**src/rtl/sprite_pkg.sv**
```systemverilog
// Shared types and constants for the sprite capture path.
package sprite_pkg;

    typedef enum logic [1:0] {
        IDLE    = 2'd0,
        ARM     = 2'd1,
        CAPTURE = 2'd2,
        DONE    = 2'd3
    } sprite_state_t;

    localparam int SPRITE_DIM = 32;
    localparam int DEF_TH1    = 15;
    localparam int DEF_TH2    = 30;
    localparam int DEF_TH3    = 45;

    typedef struct packed {
        logic [3:0] r;
        logic [3:0] g;
        logic [3:0] b;
    } rgb12_t;

endpackage

```
**src/rtl/sprite_luma_quant.sv**
```systemverilog
// Combinational 12-bit RGB to 2-bit colour index via a cheap luma estimate.
module sprite_luma_quant
    import sprite_pkg::*;
#(
    parameter int TH1 = DEF_TH1,
    parameter int TH2 = DEF_TH2,
    parameter int TH3 = DEF_TH3
) (
    input  rgb12_t     i_rgb,
    output logic [1:0] o_idx
);

    logic [5:0] w_luma;

    // Y = R + 2G + B, at most 60, so 6 bits never overflow.
    assign w_luma = {2'b00, i_rgb.r} + {1'b0, i_rgb.g, 1'b0} + {2'b00, i_rgb.b};

    always_comb begin
        o_idx = 2'd0;
        if (w_luma >= 6'(TH3)) begin
            o_idx = 2'd3;
        end else if (w_luma >= 6'(TH2)) begin
            o_idx = 2'd2;
        end else if (w_luma >= 6'(TH1)) begin
            o_idx = 2'd1;
        end
    end

endmodule

```
**src/rtl/sprite_capture_writer.sv**
```systemverilog
// Waits for a frame after start, then writes a quantised 32x32 window of the pixel
// stream into the sprite RAM write port.
module sprite_capture_writer
    import sprite_pkg::*;
#(
    parameter int ADDR_WIDTH = 10,
    parameter int DIM_BITS   = 5,
    parameter int DATA_WIDTH = 2,
    parameter int COORD_W    = 11,
    parameter int TH1        = DEF_TH1,
    parameter int TH2        = DEF_TH2,
    parameter int TH3        = DEF_TH3
) (
    input  logic                  clk,
    input  logic                  rst_n,
    input  logic                  start,
    input  logic                  abort,
    input  logic [COORD_W-1:0]    origin_x,
    input  logic [COORD_W-1:0]    origin_y,
    input  logic                  sof,
    input  logic                  eof,
    input  logic                  pix_valid,
    input  logic [COORD_W-1:0]    pix_x,
    input  logic [COORD_W-1:0]    pix_y,
    input  logic [11:0]           pix_rgb,
    output logic                  we,
    output logic [ADDR_WIDTH-1:0] addr_w,
    output logic [DATA_WIDTH-1:0] din,
    output logic                  busy,
    output logic                  done,
    output logic [ADDR_WIDTH:0]   wr_count
);

    localparam logic [ADDR_WIDTH:0] MAX_COUNT = (ADDR_WIDTH+1)'(1) << ADDR_WIDTH;
    localparam logic [COORD_W:0]    DIM_EXT   = (COORD_W+1)'(SPRITE_DIM);

    sprite_state_t         r_state;
    logic [COORD_W-1:0]    r_ox;
    logic [COORD_W-1:0]    r_oy;
    logic                  r_we;
    logic [ADDR_WIDTH-1:0] r_addr;
    logic [DATA_WIDTH-1:0] r_din;
    logic                  r_busy;
    logic                  r_done;
    logic [ADDR_WIDTH:0]   r_count;

    logic [1:0]            w_idx;
    logic [COORD_W:0]      w_x_ext;
    logic [COORD_W:0]      w_y_ext;
    logic [COORD_W:0]      w_ox_ext;
    logic [COORD_W:0]      w_oy_ext;
    logic                  w_in_win;
    logic [COORD_W-1:0]    w_dx;
    logic [COORD_W-1:0]    w_dy;
    logic [ADDR_WIDTH-1:0] w_addr;
    logic                  w_capturing;
    logic                  w_accept;

    sprite_luma_quant #(
        .TH1(TH1),
        .TH2(TH2),
        .TH3(TH3)
    ) u_quant (
        .i_rgb(rgb12_t'(pix_rgb)),
        .o_idx(w_idx)
    );

    // One extra bit so origin+32 near the coordinate limit cannot wrap.
    assign w_x_ext  = {1'b0, pix_x};
    assign w_y_ext  = {1'b0, pix_y};
    assign w_ox_ext = {1'b0, r_ox};
    assign w_oy_ext = {1'b0, r_oy};
    assign w_in_win = (w_x_ext >= w_ox_ext) && (w_x_ext < w_ox_ext + DIM_EXT) &&
                      (w_y_ext >= w_oy_ext) && (w_y_ext < w_oy_ext + DIM_EXT);

    assign w_dx   = pix_x - r_ox;
    assign w_dy   = pix_y - r_oy;
    assign w_addr = {w_dy[DIM_BITS-1:0], w_dx[DIM_BITS-1:0]};

    // The sof pixel itself belongs to the capture.
    assign w_capturing = (r_state == CAPTURE) || ((r_state == ARM) && sof);
    assign w_accept    = pix_valid && !abort && w_capturing && w_in_win;

    always_ff @(posedge clk or negedge rst_n) begin
        if (!rst_n) begin
            r_state <= IDLE;
            r_ox    <= '0;
            r_oy    <= '0;
            r_we    <= 1'b0;
            r_addr  <= '0;
            r_din   <= '0;
            r_busy  <= 1'b0;
            r_done  <= 1'b0;
            r_count <= '0;
        end else begin
            r_we   <= w_accept;
            r_done <= 1'b0;
            if (w_accept) begin
                r_addr <= w_addr;
                r_din  <= DATA_WIDTH'(w_idx);
                if (r_count != MAX_COUNT) begin
                    r_count <= r_count + 1'b1;
                end
            end

            case (r_state)
                IDLE: begin
                    if (start) begin
                        r_state <= ARM;
                        r_ox    <= origin_x;
                        r_oy    <= origin_y;
                        r_count <= '0;
                        r_busy  <= 1'b1;
                    end
                end
                ARM: begin
                    if (abort) begin
                        r_state <= IDLE;
                        r_busy  <= 1'b0;
                    end else if (sof && eof) begin
                        r_state <= DONE;
                        r_busy  <= 1'b0;
                        r_done  <= 1'b1;
                    end else if (sof) begin
                        r_state <= CAPTURE;
                    end
                end
                CAPTURE: begin
                    if (abort) begin
                        r_state <= IDLE;
                        r_busy  <= 1'b0;
                    end else if (eof) begin
                        r_state <= DONE;
                        r_busy  <= 1'b0;
                        r_done  <= 1'b1;
                    end
                end
                default: begin
                    r_state <= IDLE;
                end
            endcase
        end
    end

    assign we       = r_we;
    assign addr_w   = r_addr;
    assign din      = r_din;
    assign busy     = r_busy;
    assign done     = r_done;
    assign wr_count = r_count;

endmodule

```
**config.mk**
```make
export PLATFORM = sky130hd
export DESIGN_NAME = sprite_capture_writer
export DESIGN_NICKNAME = d
export VERILOG_FILES = /design/src/rtl/sprite_pkg.sv /design/src/rtl/sprite_luma_quant.sv /design/src/rtl/sprite_capture_writer.sv
export SDC_FILE = /design/constraint.sdc
export NUM_CORES = 1
export LEC_CHECK = 0
export BUFFER_PORTS_ARGS = -buffer_cell sky130_fd_sc_hd__clkbuf_2
export CAP_MARGIN = 15
export CORE_MARGIN = 2
export CORE_UTILIZATION = 58
export CTS_CLUSTER_SIZE = 10
export DETAILED_ROUTE_END_ITERATION = 7
export GPL_ROUTABILITY_DRIVEN = 0
export PLACE_DENSITY = 0.93
export SLEW_MARGIN = 20
export SYNTH_ARGS = -nofsm -noshare
export SYNTH_HDL_FRONTEND = slang
export SYNTH_SLANG_ARGS = --single-unit
```
**constraint.sdc**
```tcl
create_clock -name clk -period 7.5 [get_ports clk]
set_clock_uncertainty 0.1 [all_clocks]
set_input_delay 1.5 -clock clk [delete_from_list [all_inputs] [get_ports clk]]
set_output_delay 1.5 -clock clk [all_outputs]
set_load 0.05 [all_outputs]
```
==> flow_metrics.py <==
metrics = {
    "outcome": {
        "status": "complete, no violations",
    },
    "setup_path": {
        "start_kind": "primary input",
        "crit_path_max_incr_delay_ns": 0.79,
        "critical_path.cell_chain": "clkbuf_2 -> inv_1 -> ha_1 -> inv_1 -> fa_1 -> a211oi_1 -> nor2_1 -> o21ai_0 -> o211ai_1 -> or4_1 -> or4_1 -> a21oi_1",
        "endpoint_kind": "flop",
        "crit_end": "wr_count[7]$_DFF_PN0_",
        "timing.rr.start": "r_ox[5]$_DFFE_PN0P_",
        "worst_ep_arrival_time_ns": 4.44,
        "critical_path_required_ns": 7.64,
        "r2r_slack_ns": 3.97,
        "path_max_fanout": 23,
        "slowest_stage": "or4_1",
        "worstReg2RegEnd": "wr_count[7]$_DFF_PN0_",
        "reg2reg_depth": 9,
        "crit_type": "in -> reg",
        "cp-startpoint": "pix_x[0]",
    },
    "floorplanning": {
        "die_h_um": 81.9,
        "ios": 89,
        "start_util_pct": 59.8,
        "dieArea_sq_um": 6700,
        "core_area_sq_um": 5890,
        "rows": 28,
        "die_x_um": 81.9,
    },
    "final_layout": {
        "layout_common_cells": "88 x clkbuf_2, 50 x dfrtp_1, 48 x nand2_1, 47 x o21ai_0, 47 x ha_1",
        "n_fill_cell": 465,
        "final_cell_area_sq_um": 4120,
        "diodes": 0,
        "drive_gt1_share_pct": 21.2,
        "mostFrequentLayoutCell": "clkbuf_2",
        "multi_input_area_sq_um": 2080,
        "nets": 597,
        "layout-area-overhead-vs-synth_pct": 17.1,
        "regArea_sq_um": 1250,
    },
    "detailed_routing": {
        "drt_wl_total_mm": 8.07,
        "drt_first_pass_iters": 5,
        "drtIter0Drc": 143,
        "vias": 3154,
        "drc": 0,
        "postRouteAntennaNets": 0,
        "routedWlPerCell_um": 14.5,
        "via_per_inst": 5.66,
    },
    "pwr": {
        "power_density_nw_per_um2": 312,
        "vdd_drop_max_mv": 0.204,
        "p_leak_uw": 0.00214,
    },
    "timing": {
        "finalHoldViolations": 0,
        "setup_viol": 0,
        "slew_headroom_pct": 58.2,
        "fin_crit_sh_pct": 57.3,
        "worst_slew_pin_slew_ns": 0.628,
        "fin_ws_ns": 3.20,
        "rsz0062_at_grt": "false",
        "setup_tns_ns": 0,
        "fmax_mhz": 233,
        "period_needed_ns": 4.30,
        "slew_violations": 0,
    },
    "cts": {
        "cts_root_buf": "clkbuf_8",
        "ctsResizeCount": 0,
        "clock_sinks": 50,
        "cts_hold_buf": 0,
        "numCtsBuffers": 5,
        "clk_path_buf_depth": 2,
        "post-cts-setup-buffer-count": 0,
        "cts_max_level": 2,
        "path_clk_slew_ns": 0.10,
        "cts_tree": "done",
        "worstSkewPairLatency_ns": 0.31,
    },
    "global_route": {
        "antenna_found_initial": 0,
        "grt_use_total_pct": 25.2,
        "grt_max_degree": 53,
        "grt_pass1_wl_mm": 13.1,
        "grt_overflow": 0,
        "grt_pass1_vias": 3062,
    },
    "job": {
        "drv_cap": 0,
    },
    "yosys": {
        "synth_top_area_cell": "dfrtp_1",
        "syn_area_sq_um": 3520,
        "synth_area_per_cell_sq_um": 8.93,
        "synth_top_area_share_pct": 35.6,
        "synthCells": 394,
        "yosysUniqueCellTypes": 42,
        "synth-seq-cells": 50,
        "yosys-top-cells-area": "dfrtp_1 36%, ha_1 17%, o21ai_0 6.7%, nand2_1 5.1%, a21oi_1 4.3%",
        "async_flop_share_pct": 100,
        "yosysWarnings": 0,
        "synth_edf_count": 0,
        "ys_seq_area_share_pct": 35.6,
        "ys.flop_type": "dfrtp_1",
        "syn-num-nets": 510,
    },
    "hold_path": {
        "hp-class": "reg -> reg",
        "holdPathStages": 2,
    },
    "place": {
        "port_buffers": 88,
        "place_ws_ns": 2.92,
        "hpwl_mm": 6.13,
        "postPlaceCellArea_sq_um": 4030,
    },
}
-- metal layers --
metal	global-route usage, %	share of wire (%)
met1	30.6	42
met2	45.2	51
met3	3.96	5.2
met4	8.83	2.0
met5	0	0
-- cell usage after synthesis, types with 3 or more instances --
| library cell | count |
|---|---|
| and2_1 | 3 |
| a31oi_1 | 5 |
| clkbuf_1 | 9 |
| nand2_1 | 48 |
| dfrtp_1 | 50 |
| o21ai_0 | 47 |
| or3_1 | 8 |
| nor2_1 | 12 |
| xnor2_1 | 9 |
| o211ai_1 | 5 |
| a21oi_1 | 30 |
| nand2b_1 | 6 |
| fa_1 | 6 |
| a211oi_1 | 3 |
| nand4_1 | 3 |
| ha_1 | 47 |
| nand3_1 | 13 |
| xor2_1 | 5 |
| o31ai_1 | 5 |
| inv_1 | 39 |
| a21o_1 | 11 |
| and3_1 | 4 |
| nor3_1 | 3 |
-- cell type report --
cell class	instances	share of cell area (%)
clock buffers	5	1.67
clock inverters	3	0.516
inverters	39	3.55
multi-input cells	294	50.4
flip-flops and latches	50	30.4
well taps	75	2.28
repair buffers	91	11.2
-- worst max-delay path, delay by kind of cell --
| kind | cells | cell delay [ns] |
|---|---|---|
| AOI/OAI and AO/OA | 4 | 0.68 |
| adders and majority gates | 2 | 0.56 |
| and+or+nand+nor | 3 | 1.48 |
| buffers and inverters | 3 | 0.22 |
-- worst min path at each step --
stage,start,end,slack [ns]
finish,addr_w[7]$_DFFE_PN0N_,addr_w[7]$_DFFE_PN0N_,0.39
global route,r_ox[0]$_DFFE_PN0P_,r_ox[0]$_DFFE_PN0P_,0.42
CTS,addr_w[7]$_DFFE_PN0N_,addr_w[7]$_DFFE_PN0N_,0.40
detailed placement,addr_w[7]$_DFFE_PN0N_,addr_w[7]$_DFFE_PN0N_,0.37
global placement,r_ox[0]$_DFFE_PN0P_,r_ox[0]$_DFFE_PN0P_,0.37
floorplan,r_ox[0]$_DFFE_PN0P_,r_ox[0]$_DFFE_PN0P_,0.35
-- state kept, by name, summed over array words and instances (netlist names) --
register / count
r_oy: 11
addr_w: 10
busy: 1
wr_count: 11
we: 1
done: 1
din: 2
r_ox: 11
r_state: 2
-- stage by stage --
stage	instances	total power [uW]	hold slack (ns)	util (%)
global placement	549	1070	0.365	68.5
finish	557	1280	0.394	70.0
floorplan	394	935	0.350	-
CTS	557	1280	0.396	70.0
detailed placement	549	1110	0.374	68.5
global route	557	1390	0.419	70.0
-- cells by family after synthesis --
| group | count (synthesis) | synth area share (%) |
|---|---|---|
| AO/OA/AOI/OAI | 115 | 19.5 |
| XOR/XNOR | 14 | 3.49 |
| adder cells (fa/ha/maj) | 53 | 20.1 |
| buffers and inverters | 50 | 5.41 |
| flip-flops | 50 | 35.6 |
| multiplexers | 2 | 0.605 |
| AND/OR/NAND/NOR | 110 | 15.3 |
-- where the power goes --
| part | switching, uW | leakage, uW | internal, uW | total (uW) |
|---|---|---|---|---|
| Sequential | 62.1 | 0.000655 | 351 | 413 |
| Combinational | 426 | 0.00144 | 280 | 707 |
| Clock | 98.2 | 0.0000441 | 65.8 | 164 |
Power figures use the tool's default switching activity.
